## src/rtl/fib_loop_engine.sv

```systemverilog
// Bounded Fibonacci loop engine: INIT, then BOUND TEST/BODY pairs, then POST -> DONE (or ERROR).
// Latency: DONE visible after edge 2*BOUND+3 following reset; no backpressure, selector sampled in BODY only.
module fib_loop_engine #(
    parameter int WIDTH    = 11,
    parameter int BOUND    = 100,
    parameter int SAT_MODE = 0
) (
    input  logic             clk,
    input  logic             rst,
    input  logic             selector,
    output logic [2:0]       turn,
    output logic [WIDTH-1:0] i,
    output logic [WIDTH-1:0] j,
    output logic [WIDTH-1:0] k,
    output logic             done,
    output logic             ovf,
    output logic             err
);

    localparam logic [2:0] S_INIT  = 3'd0;
    localparam logic [2:0] S_TEST  = 3'd1;
    localparam logic [2:0] S_BODY  = 3'd2;
    localparam logic [2:0] S_POST  = 3'd4;
    localparam logic [2:0] S_DONE  = 3'd5;
    localparam logic [2:0] S_ERROR = 3'd6;

    localparam logic [WIDTH-1:0] BOUND_W = WIDTH'(BOUND);
    localparam logic [WIDTH-1:0] ONE     = WIDTH'(1);
    localparam logic [WIDTH-1:0] ALL_ONE = {WIDTH{1'b1}};

    logic [2:0]       state;
    logic [2:0]       state_nxt;
    logic [WIDTH:0]   sum;
    logic             carry;
    logic [WIDTH-1:0] k_step;

    // Sum is one bit wider than the terms so the carry-out doubles as the overflow event.
    assign sum   = {1'b0, j} + {1'b0, k};
    assign carry = sum[WIDTH];

    always_comb begin
        k_step = sum[WIDTH-1:0];
        if (carry && (SAT_MODE != 0)) begin
            k_step = ALL_ONE;
        end
    end

    always_ff @(posedge clk) begin
        if (rst) begin
            state <= S_INIT;
        end else begin
            state <= state_nxt;
        end
    end

    always_comb begin
        state_nxt = state;
        case (state)
            S_INIT:  state_nxt = S_TEST;
            S_TEST:  state_nxt = (i < BOUND_W) ? S_BODY : S_POST;
            S_BODY:  state_nxt = S_TEST;
            S_POST:  state_nxt = ((k < j) && !ovf) ? S_ERROR : S_DONE;
            S_DONE:  state_nxt = S_DONE;
            S_ERROR: state_nxt = S_ERROR;
            default: state_nxt = S_INIT;
        endcase
    end

    always_comb begin
        turn = state;
        done = (state == S_DONE);
        err  = (state == S_ERROR);
    end

    // Data registers change only in INIT and BODY; every other state, including unused encodings, holds them.
    always_ff @(posedge clk) begin
        if (rst) begin
            i   <= '0;
            j   <= '0;
            k   <= '0;
            ovf <= 1'b0;
        end else begin
            case (state)
                S_INIT: begin
                    i <= '0;
                    j <= '0;
                    k <= ONE;
                end
                S_BODY: begin
                    i <= i + ONE;
                    if (selector) begin
                        j <= k;
                        k <= k_step;
                        if (carry) begin
                            ovf <= 1'b1;
                        end
                    end
                end
                default: begin
                    i <= i;
                    j <= j;
                    k <= k;
                end
            endcase
        end
    end

endmodule

```

## config.mk

```make
export PLATFORM = sky130hd
export DESIGN_NAME = fib_loop_engine
export DESIGN_NICKNAME = d
export VERILOG_FILES = /design/src/rtl/fib_loop_engine.sv
export SDC_FILE = /design/constraint.sdc
export NUM_CORES = 1
export LEC_CHECK = 0
export ABC_AREA = 1
export BUFFER_PORTS_ARGS = -buffer_cell sky130_fd_sc_hd__clkbuf_2
export CAP_MARGIN = 20
export CELL_PAD_IN_SITES_DETAIL_PLACEMENT = 0
export CELL_PAD_IN_SITES_GLOBAL_PLACEMENT = 1
export CORE_UTILIZATION = 39
export CTS_BUF_LIST = sky130_fd_sc_hd__clkbuf_16
export DETAILED_ROUTE_END_ITERATION = 8
export HOLD_SLACK_MARGIN = 0.03
export PLACE_DENSITY = 0.83
export SLEW_MARGIN = 5
export SYNTH_ARGS = -nofsm -noshare
export SYNTH_HDL_FRONTEND = slang
export SYNTH_SLANG_ARGS = --single-unit
```

## constraint.sdc

```tcl
create_clock -name clk -period 2.1 [get_ports clk]
set_input_delay 0.315 -clock clk [delete_from_list [all_inputs] [get_ports clk]]
set_output_delay 0.315 -clock clk [all_outputs]
set_load 0.05 [all_outputs]
```

==> flow_summary.ini <==
[cts]
ctsResizeCount = 0
htreeDepth = 2
cts_hold_buf = 0
root_buffer = clkbuf_16
insertion_delay_ns = 0.28
tritoncts = built
cts-buffers-inserted = 5
path_clk_slew_ns = 0.06
cts_buffer_depth = 2
clock-sinks = 37
post_cts_buffers = 0

[timing]
fin_crit_ns = 1.820
timing.final.crit_share_pct = 86.68
fmax_mhz = 549.3
worst_pin_slew_ns = 0.5225
slew_violations = 0
rsz0062_at_grt = no
finalSetupViolCount = 0
finalHoldViolCount = 0
slew_headroom_pct = 65.17
finalSetupTns_ns = 0
post-route-worst-setup-slack_ns = 0.2796
fin_skew_ns = 0.004214

[logic_synthesis]
syn_area_per_cell_sq_um = 6.906
yosysWarnings = 0
synth.net_count = 362
syn_inst = 335
ys_ff_latch = 37
synthesis.area_sq_um = 2313
post_synth_num_cell_types = 30
synth-seq-area-share_pct = 32.02

[worst_setup_path]
cp-end-kind = flip-flop
worst-setup-path-type = flip-flop to flip-flop
critPathLaunchType = flip-flop
cp_data_required_time_ns = 2.25
r2r_cells = 11
cp.arrival_ns = 1.97
cp_max_fo = 7

[power_and_ir_drop]
share_comb_of_total_power_pct = 6.4
seqPwrFrac_pct = 39.7
p_int_mw = 1.414
p_clk_share_pct = 54.0
power.switching_mw = 0.3987
leakagePower_nw = 1.333
p_sw_share_pct = 21.99
vdd_drop_max_v = 0.0003020
power-per-cell-area_nw_per_um2 = 654.1
power.total_mw = 1.813

[detailed_routing]
wl_per_cell_um = 12.15
drt_iter0_markers = 136
ant_nets = 0
finalWirelength_um = 5469
via_per_inst = 4.938
drt_first_pass_iters = 4
via_count = 2222
route.detailed.drc = 0

[grt]
grt_pass1_vias = 1964
grt_max_degree = 25
antenna_found_initial = 0
grt_pass1_wl_um = 9163
grt-ovfl-total = 0
grt_usage_pct = 18.48

[layout]
area_delta_synth_final_pct = 19.79
stdcell_count = 450
finalCoreUtilization_pct = 49.42
final_nets = 404
layout-drive-gt1-share_pct = 16.67
diodes = 0

[place]
dp_cells = 442
dp_slack_ns = 0.3340
gp_congestion = 0.7969
dp_hpwl_um = 3925
port_buffers = 41

[status]
status = finished clean

[hold_path]
hold_depth = 2
min-delay-path-class = flip-flop to flip-flop

[die]
start_util_pct = 41.25
die_h_um = 79.02
die_w_um = 79.02
boundaryPins = 42
rows = 27
coreArea_sq_um = 5608
die_area_sq_um = 6244

[flow_run]
maxCapViolations = 0
==> area by class of cell <==
| cell class | count | area, sq um |
|---|---|---|
| multi-input combinational | 245 | 1353 |
| inverter | 44 | 170.2 |
| fill | 600 | 2836 |
| clock inverter | 3 | 65.06 |
| sequential | 37 | 740.7 |
| clock buffer | 5 | 125.1 |
| timing repair buffer | 44 | 227.7 |
| tap | 72 | 90.09 |
==> cell families after synthesis <==
family,synth area share (%)
AND/OR/NAND/NOR,28.50
adder cells (fa/ha/maj),13.30
buffers and inverters,9.735
AO/OA/AOI/OAI,16.44
flip-flops,32.02
==> path summary, 6_finish.rpt <==
| path | startpoint | endpoint | slack (ns) |
|---|---|---|---|
| worst max-delay path | j[4] | ovf | 0.28 |
| worst min-delay path | ovf | ovf | 0.50 |
| worst max register to register | j[4] | ovf | 0.28 |
| worst min register to register | ovf | ovf | 0.50 |
==> through the flow <==
step | area (sq um) | hold WS, ns
2_1_floorplan | 2318 | 0.6392
3_3_place_gp | 2581 | 0.4780
3_5_place_dp | 2581 | 0.4853
4_1_cts | 2771 | 0.5004
5_1_grt | 2771 | 0.5191
6_report | 2771 | 0.4968
==> power by group through the flow <==
stage                     registers [mW]  clock network [mW]  logic (mW)
final                              0.719               0.978       0.116
after global routing               0.720                1.02       0.127
after CTS                          0.719               0.993       0.118
after detailed placement           0.735                   0       0.118
after global placement             0.735                   0       0.117
after floorplan                    0.756                   0      0.0660
==> state kept, by name (all words and copies together), names as in the netlist <==
register  cells
ovf           1
i            11
turn          3
k            11
j            11
==> placed cells by master (no fill, tap or decap), types with 5 or more instances in the layout <==
| cell type | n |
|---|---|
| dfxtp_1 | 37 |
| clkbuf_16 | 5 |
| nor3_1 | 5 |
| a21oi_1 | 42 |
| nor2_1 | 31 |
| o21ai_0 | 11 |
| inv_1 | 42 |
| nand2_1 | 88 |
| ha_1 | 23 |
| nand3_1 | 18 |
| clkbuf_2 | 41 |
==> metal layers <==
metal,vias up,GRT usage (%),wire (um),share of wire [%]
met5,-,0,0,0
met2,41,27.33,2345,43
met4,0,6.364,96,1.8
met1,990,26.82,2853,52
li1,1183,-,-,-
met3,8,3.103,173,3.2
==> cells in the mapped netlist <==
cell type,number,area (sq um)
a31o_2,1,8.760
o21ai_0,12,60.06
o221a_2,1,11.26
a211oi_1,3,22.52
nor2_1,31,116.4
buf_2,2,10.01
and2_1,1,6.260
dfxtp_1,37,740.7
a221oi_1,3,26.28
nor2_8,1,20.02
ha_1,23,287.8
clkbuf_1,5,18.77
nor3_1,6,30.03
o31ai_1,1,7.510
nand4_1,4,25.02
a311oi_1,1,8.760
buf_8,1,15.01
fa_1,1,20.02
inv_4,2,12.51
inv_1,42,157.7
nand2_1,88,330.3
a21oi_1,42,210.2
a32oi_1,1,8.760
a21oi_2,1,8.760
nand3_1,18,90.09
o21bai_1,1,7.510
nor4_1,1,6.260
buf_6,1,11.26
nor2_4,2,22.52
or2_2,2,12.51
==> worst max-delay path, stage by stage, from the launching register on <==
cell and delay (ns):
dfxtp_1 0.39, inv_1 0.07, ha_1 0.39, inv_1 0.06, a21oi_1 0.21, nor2_1 0.07
nor2_1 0.12, nand2_1 0.11, nand2_1 0.07, nand2_1 0.05, a21oi_1 0.12, nor2_1 0.05
Power figures use the tool's default switching activity.
